===== config.mk =====
export PLATFORM = sky130hd
export DESIGN_NAME = gb_timer_flat
export DESIGN_NICKNAME = d
export VERILOG_FILES = /design/src/rtl/gb_timer_pkg.sv /design/src/rtl/gb_timer_if.sv /design/src/rtl/gb_timer_tick.sv /design/src/rtl/gb_timer.sv /design/src/flat_wrapper.sv
export SDC_FILE = /design/constraint.sdc
export NUM_CORES = 1
export LEC_CHECK = 0
export CAP_MARGIN = 0
export CORE_MARGIN = 10
export CORE_UTILIZATION = 47
export DETAILED_ROUTE_END_ITERATION = 8
export GPL_ROUTABILITY_DRIVEN = 0
export PLACE_DENSITY = 0.76
export SYNTH_ARGS = -nofsm -noshare
export SYNTH_HDL_FRONTEND = slang
export SYNTH_SLANG_ARGS = --single-unit

===== constraint.sdc =====
create_clock -name clk -period 1.7 [get_ports clk]
set_input_delay 0.34 -clock clk [delete_from_list [all_inputs] [get_ports clk]]
set_output_delay 0.34 -clock clk [all_outputs]
set_load 0.03 [all_outputs]

===== src/rtl/gb_timer_pkg.sv =====
// Shared types and defaults for the GameBoy timer/divider block.
package gb_timer_pkg;

  typedef enum logic [1:0] {
    RUN    = 2'd0,
    PEND   = 2'd1,
    RELOAD = 2'd2
  } state_t;

  typedef enum logic [1:0] {
    SEL_DIV  = 2'd0,
    SEL_TIMA = 2'd1,
    SEL_TMA  = 2'd2,
    SEL_TAC  = 2'd3
  } sel_t;

  localparam int DEF_TAP0 = 9;
  localparam int DEF_TAP1 = 3;
  localparam int DEF_TAP2 = 5;
  localparam int DEF_TAP3 = 7;

  function automatic int delayWidth(input int delay);
    return $clog2(delay) + 1;
  endfunction

endpackage


===== src/rtl/gb_timer_if.sv =====
// Register write port from the memory unit plus timer status toward the core.
interface gb_timer_if #(parameter int CNT_W = 8) ();
  import gb_timer_pkg::*;

  logic             wr_en;
  sel_t             wr_sel;
  logic [CNT_W-1:0] wr_data;
  logic [7:0]       div_o;
  logic [CNT_W-1:0] tima_o;
  logic [CNT_W-1:0] tma_o;
  logic [2:0]       tac_o;
  logic             reload_pend_o;
  logic             irq;

  modport master (
    output wr_en, wr_sel, wr_data,
    input  div_o, tima_o, tma_o, tac_o, reload_pend_o, irq
  );

  modport slave (
    input  wr_en, wr_sel, wr_data,
    output div_o, tima_o, tma_o, tac_o, reload_pend_o, irq
  );

endinterface


===== src/rtl/gb_timer_tick.sv =====
// TIMA tick source: selects a counter tap, gates it with the enable bit and
// fires on its falling edge, including glitch edges from DIV/TAC writes.
module gb_timer_tick (
  input  logic       clk,
  input  logic       rst,
  input  logic [3:0] i_taps,
  input  logic [2:0] i_tac,
  output logic       o_tick
);

  logic w_tapBit;
  logic w_t;
  logic r_tPrev;

  assign w_tapBit = i_taps[i_tac[1:0]];
  assign w_t      = i_tac[2] & w_tapBit;

  always_ff @(posedge clk) begin
    if (rst) begin
      r_tPrev <= 1'b0;
    end else begin
      r_tPrev <= w_t;
    end
  end

  assign o_tick = r_tPrev & ~w_t;

endmodule


===== src/rtl/gb_timer.sv =====
// GameBoy DIV/TIMA/TMA/TAC timer with delayed overflow reload and a
// one-cycle interrupt request feeding interrupt_st[2].
module gb_timer import gb_timer_pkg::*; #(
  parameter int DIV_W        = 16,
  parameter int CNT_W        = 8,
  parameter int TAP0         = DEF_TAP0,
  parameter int TAP1         = DEF_TAP1,
  parameter int TAP2         = DEF_TAP2,
  parameter int TAP3         = DEF_TAP3,
  parameter int RELOAD_DELAY = 4
) (
  input logic        clk,
  input logic        rst,
  gb_timer_if.slave  bus
);

  localparam int               DLY_W    = delayWidth(RELOAD_DELAY);
  localparam logic [DLY_W-1:0] DLY_INIT = DLY_W'(RELOAD_DELAY - 1);
  localparam logic [CNT_W-1:0] CNT_MAX  = '1;

  logic [DIV_W-1:0] r_cnt;
  logic [CNT_W-1:0] r_tima;
  logic [CNT_W-1:0] r_tma;
  logic [2:0]       r_tac;
  state_t           r_state;
  logic [DLY_W-1:0] r_dly;
  logic             r_pend;
  logic             r_irq;

  logic       w_tick;
  logic       w_wrDiv;
  logic       w_wrTima;
  logic       w_wrTma;
  logic       w_wrTac;
  logic [3:0] w_taps;

  assign w_wrDiv  = bus.wr_en && (bus.wr_sel == SEL_DIV);
  assign w_wrTima = bus.wr_en && (bus.wr_sel == SEL_TIMA);
  assign w_wrTma  = bus.wr_en && (bus.wr_sel == SEL_TMA);
  assign w_wrTac  = bus.wr_en && (bus.wr_sel == SEL_TAC);
  assign w_taps   = {r_cnt[TAP3], r_cnt[TAP2], r_cnt[TAP1], r_cnt[TAP0]};

  gb_timer_tick u_tick (
    .clk    (clk),
    .rst    (rst),
    .i_taps (w_taps),
    .i_tac  (r_tac),
    .o_tick (w_tick)
  );

  always_ff @(posedge clk) begin
    if (rst) begin
      r_cnt <= '0;
      r_tma <= '0;
      r_tac <= '0;
    end else begin
      r_cnt <= w_wrDiv ? '0 : r_cnt + DIV_W'(1);
      if (w_wrTma) r_tma <= bus.wr_data;
      if (w_wrTac) r_tac <= bus.wr_data[2:0];
    end
  end

  // TIMA/TMA reload sequencer. TIMA already shows TMA and irq is high during
  // the RELOAD cycle, so the load happens on the last PEND cycle.
  always_ff @(posedge clk) begin
    if (rst) begin
      r_state <= RUN;
      r_tima  <= '0;
      r_dly   <= '0;
      r_pend  <= 1'b0;
      r_irq   <= 1'b0;
    end else begin
      r_irq <= 1'b0;
      case (r_state)
        RUN: begin
          if (w_wrTima) begin
            r_tima <= bus.wr_data;
          end else if (w_tick) begin
            if (r_tima == CNT_MAX) begin
              r_tima  <= '0;
              r_dly   <= DLY_INIT;
              r_pend  <= 1'b1;
              r_state <= PEND;
            end else begin
              r_tima <= r_tima + CNT_W'(1);
            end
          end
        end
        PEND: begin
          if (w_wrTima) begin
            r_tima  <= bus.wr_data;
            r_pend  <= 1'b0;
            r_state <= RUN;
          end else if (r_dly == '0) begin
            r_tima  <= r_tma;
            r_irq   <= 1'b1;
            r_pend  <= 1'b0;
            r_state <= RELOAD;
          end else begin
            r_dly <= r_dly - DLY_W'(1);
          end
        end
        RELOAD: begin
          r_tima  <= w_wrTma ? bus.wr_data : r_tma;
          r_state <= RUN;
        end
        default: begin
          r_state <= RUN;
        end
      endcase
    end
  end

  assign bus.div_o         = r_cnt[DIV_W-1 -: 8];
  assign bus.tima_o        = r_tima;
  assign bus.tma_o         = r_tma;
  assign bus.tac_o         = r_tac;
  assign bus.reload_pend_o = r_pend;
  assign bus.irq           = r_irq;

endmodule


===== src/flat_wrapper.sv =====
// flat-port wrapper written by rule: the top's interface ports become plain ports
module gb_timer_flat import gb_timer_pkg::*;
#(
  parameter int DIV_W        = 16,
  parameter int CNT_W        = 8,
  parameter int TAP0         = DEF_TAP0,
  parameter int TAP1         = DEF_TAP1,
  parameter int TAP2         = DEF_TAP2,
  parameter int TAP3         = DEF_TAP3,
  parameter int RELOAD_DELAY = 4
)
  (clk, rst, bus_wr_en, bus_wr_sel, bus_wr_data, bus_div_o, bus_tima_o, bus_tma_o, bus_tac_o, bus_reload_pend_o, bus_irq);
  gb_timer_if #(.CNT_W(CNT_W)) bus_i ();
  input logic clk;
  input logic rst;
  input wire logic [$bits(bus_i.wr_en)-1:0] bus_wr_en;
  input wire logic [$bits(bus_i.wr_sel)-1:0] bus_wr_sel;
  input wire logic [$bits(bus_i.wr_data)-1:0] bus_wr_data;
  output wire logic [$bits(bus_i.div_o)-1:0] bus_div_o;
  output wire logic [$bits(bus_i.tima_o)-1:0] bus_tima_o;
  output wire logic [$bits(bus_i.tma_o)-1:0] bus_tma_o;
  output wire logic [$bits(bus_i.tac_o)-1:0] bus_tac_o;
  output wire logic [$bits(bus_i.reload_pend_o)-1:0] bus_reload_pend_o;
  output wire logic [$bits(bus_i.irq)-1:0] bus_irq;
  assign bus_i.wr_en = bus_wr_en;
  assign bus_i.wr_sel = bus_wr_sel;
  assign bus_i.wr_data = bus_wr_data;
  assign bus_div_o = bus_i.div_o;
  assign bus_tima_o = bus_i.tima_o;
  assign bus_tma_o = bus_i.tma_o;
  assign bus_tac_o = bus_i.tac_o;
  assign bus_reload_pend_o = bus_i.reload_pend_o;
  assign bus_irq = bus_i.irq;
  gb_timer #(.DIV_W(DIV_W), .CNT_W(CNT_W), .TAP0(TAP0), .TAP1(TAP1), .TAP2(TAP2), .TAP3(TAP3), .RELOAD_DELAY(RELOAD_DELAY)) u_core (.clk(clk), .rst(rst), .bus(bus_i));
endmodule

==> results by group <==
Status
  • Status: finished, violations left
  • Failing checks: negative setup slack

Yosys
  • Sequential area share after synthesis: around 37%
  • Synth Net Count: 304
  • Netlist cell types: 53
  • Avg Cell Area, Syn: 8.219 sq um
  • Top_reg_cell synth: dfxtp_1
  • FFs w/ async S/R, synth: 0%
  • Cell area after synthesis: 2326 sq um
  • Mapped Cells: 283
  • Synth warn: 0
  • Commonest cells in the netlist: 43 x dfxtp_1, 34 x nand2_1, 32 x nor2_1
  • Post-synthesis register bit count: 43
  • Area share of the largest cell type after synthesis: 37.01%
  • Count of flip-flops with a built-in enable after synthesis: 0
  • Most frequent cell after synthesis: dfxtp_1
  • Synth top area cells: dfxtp_1 37%, nand2_1 5.5%, nor2_1 5.2%, ha_1 4.3%, a21oi_1 4.1%
  • Yosys top cell by area: dfxtp_1

Power and ir drop
  • Leak Pwr: 1.441 nW
  • PnR Total Power: 0.001961 W
  • Cell Pwr Density: slightly below 600 nW/um^2
  • Worst IR Drop VDD: 0.4341 mV

CTS
  • Clock Latency Late Sink: 300 ps
  • Clk sinks: 43
  • Total CTS buffers: 5
  • Clock tree buffer depth: 2
  • CTS clk-pin slew, worst paths: 90 ps
  • TritonCTS clock tree: yes
  • Root Driver: clkbuf_8
  • H-tree depth: 2

Detailed routing
  • Routed len/inst: 15.77 microns
  • Drt first-iter violations: 205
  • Detailed Route WL: 6812 microns
  • Via/cell ratio: approximately 5.5
  • Vias: between 2000 and 2500
  • Antenna Nets Post-Route: 0
  • Router iterations before antenna repair: 4
  • Number of remaining DRC errors: 0

Die
  • Cell Rows: 25
  • Core area: 4755 sq um
  • Starting Density: 48.92%
  • Die Wd: 90.35 microns
  • Area of the die: 8163 sq um
  • Io pins: 42
  • Die height: 90.35 microns

Critical path
  • Critical Path AT: 1900 ps
  • Worst setup SP type: register
  • RR Startpoint: u_core.r_state[1]$_SDFFE_PP0P_
  • Crit path required time: 1890 ps
  • CP Max Fanout: 4
  • R2R depth: 8
  • Worst Setup SP: u_core.r_state[1]$_SDFFE_PP0P_
  • Crit path kind: register to register
  • Crit. End Element: register

Job
  • Number of max-cap violations: 0

Finish
  • Area of the multi-input gates: 1444 sq um
  • Area Growth Syn to Fin: 41.80%
  • Reg area: 872.1 sq um
  • Final core occ: 69.37%
  • Final nets: around 380
  • Layout cell share with drive strength beyond 1: 26.10%
  • Final cell count without fillers: 432
  • Post-route cell area: about 3300 sq um
  • Fillers: between 300 and 400

STA
  • Rel. slew slack: 76.09%
  • Setup TNS: -14.76 ps
  • Final Max Slew Viols: 0
  • Period utilization: 100.9%
  • F_max: 583.2 MHz
  • Worst Skew: 5.467 ps
  • Endpoints failing setup: 1
  • Crit path time final: 1715 ps
  • Slew of the pin with the lowest slew margin: approximately 360 ps
  • Final Hold Fails: 0
  • RSZ-0062 raised after global routing: true
  • Final worst slack: -14.76 ps

Worst hold path
  • WHS Path Cells: 1
  • HP Start: u_core.r_cnt[0]$_SDFF_PP0_
  • Hold WC Path Type: register to register

Global routing
  • All-Layer GR Usage: between 10% and 20%
  • GR peak layer: met2
  • Vias in the first global route: roughly 2300
  • Largest net degree at the start of global routing: 19
  • Routing usage on met2: 26.15%
  • GR Util met3: under 10%
  • First-pass GRT wire length: 10770 microns
  • Met1 Track Usage GR: between 10% and 20%
  • Gr ovfl total: 0
  • Initial antenna violation count: 1

Placement
  • Number of instances in the placed design: approximately 420
  • Placed Area: 3072 sq um
  • Port Buf Inserts: 41
  • Detail Placement HPWL: 4759 microns
worst max-delay path, stage by stage (launching register included):
cell and delay (ps):
dfxtp_2 340, inv_2 50, ha_4 170, nor4bb_4 290
a311oi_2 110, buf_4 170, a221o_1 320, o21ai_1 80
o22ai_1 90
registers in the layout (all words and copies together), names as in the netlist:
name,flops
u_core.bus.irq,1
u_core.bus.reload_pend_o,1
u_core.bus.tac_o,3
u_core.bus.tima_o,8
u_core.bus.tma_o,8
u_core.r_cnt,16
u_core.r_dly,3
u_core.r_state,2
u_core.u_tick.r_tPrev,1
placed cells by master (no fill, tap or decap), types with 3 or more instances in the layout:
| cell | synthesis | routed |
|---|---|---|
| buf_4 | 8 | 50 |
| dfxtp_1 | 43 | 36 |
| nand2_1 | 34 | 32 |
| nor2_1 | 32 | 30 |
| dlygate4sd2_1 | 0 | 26 |
| a21oi_1 | 19 | 18 |
| nand3_1 | 17 | 16 |
| clkdlybuf4s50_1 | 0 | 10 |
| inv_1 | 12 | 9 |
| mux2i_1 | 8 | 8 |
| xnor2_1 | 8 | 8 |
| xor2_1 | 6 | 6 |
| dfxtp_2 | 0 | 6 |
| o21ai_0 | 5 | 5 |
| or3_1 | 5 | 5 |
| clkbuf_8 | 0 | 5 |
| dlymetal6s2s_1 | 0 | 5 |
| nand4_1 | 4 | 4 |
| nor3_1 | 4 | 4 |
| a311oi_2 | 3 | 4 |
| inv_2 | 0 | 3 |
| a22oi_1 | 4 | 3 |
| o21ai_1 | 3 | 3 |
| and3_1 | 3 | 3 |
| a31oi_1 | 3 | 3 |
| a311oi_1 | 4 | 3 |
| ha_4 | 0 | 3 |
| ha_1 | 8 | 3 |
metal layers:
| layer | wire length [microns] | vias up |
|---|---|---|
| met5 | 0 | - |
| met4 | 82 | 0 |
| met3 | 479 | 8 |
| met2 | 3284 | 83 |
| met1 | 2966 | 1125 |
| li1 | - | 1171 |
layout make-up:
| class | instances | area share (%) |
|---|---|---|
| Multi-Input combinational cell | 210 | 43.78 |
| Clock buffer | 6 | 2.200 |
| Sequential cell | 43 | 26.44 |
| Antenna cell | 1 | 0.07587 |
| Timing Repair Buffer | 91 | 23.22 |
| Clock inverter | 2 | 0.3794 |
| Inverter | 12 | 1.366 |
| Tap cell | 67 | 2.542 |
cells by family after synthesis:
group,Yosys count,synth area share [%]
simple gates,116,23.83
compound gates,63,19.42
flops,43,37.01
buf+inv,31,6.724
xor+xnor,14,5.272
mux,8,3.443
fa+ha+maj,8,4.304
timing repair:
item	4_1_cts	5_1_grt
pin swaps	5	15
resized for setup	36	27
buffers inserted	2	2
setup endpoints to repair	32	17
gates cloned	1	0
hold buffers	0	0
path summary, 6_finish.rpt:
kind,end,slack (ps)
min,u_core.r_cnt[0]$_SDFF_PP0_,440
min reg2reg,u_core.r_cnt[0]$_SDFF_PP0_,440
max reg2reg,u_core.bus.tima_o[6]$_SDFFE_PP0P_,-10
max,u_core.bus.tima_o[6]$_SDFFE_PP0P_,-10
power by group:
group	total [W]	internal [W]	switching [W]
Sequential	0.00105	0.00103	0.0000187
Combinational	0.000264	0.000118	0.000147
Clock	0.000651	0.000288	0.000363
Total	0.00196	0.00143	0.000528
stage by stage:
step,hold slack [ps],setup slack (ps)
after floorplan,412.9,-37.48
after global placement,426.8,-349.9
after detailed placement,433.7,-389.3
after CTS,445.9,-10.77
after global routing,486.1,-122.2
final,441.9,-14.76
Note: power is estimated with default switching activity, not from simulation.
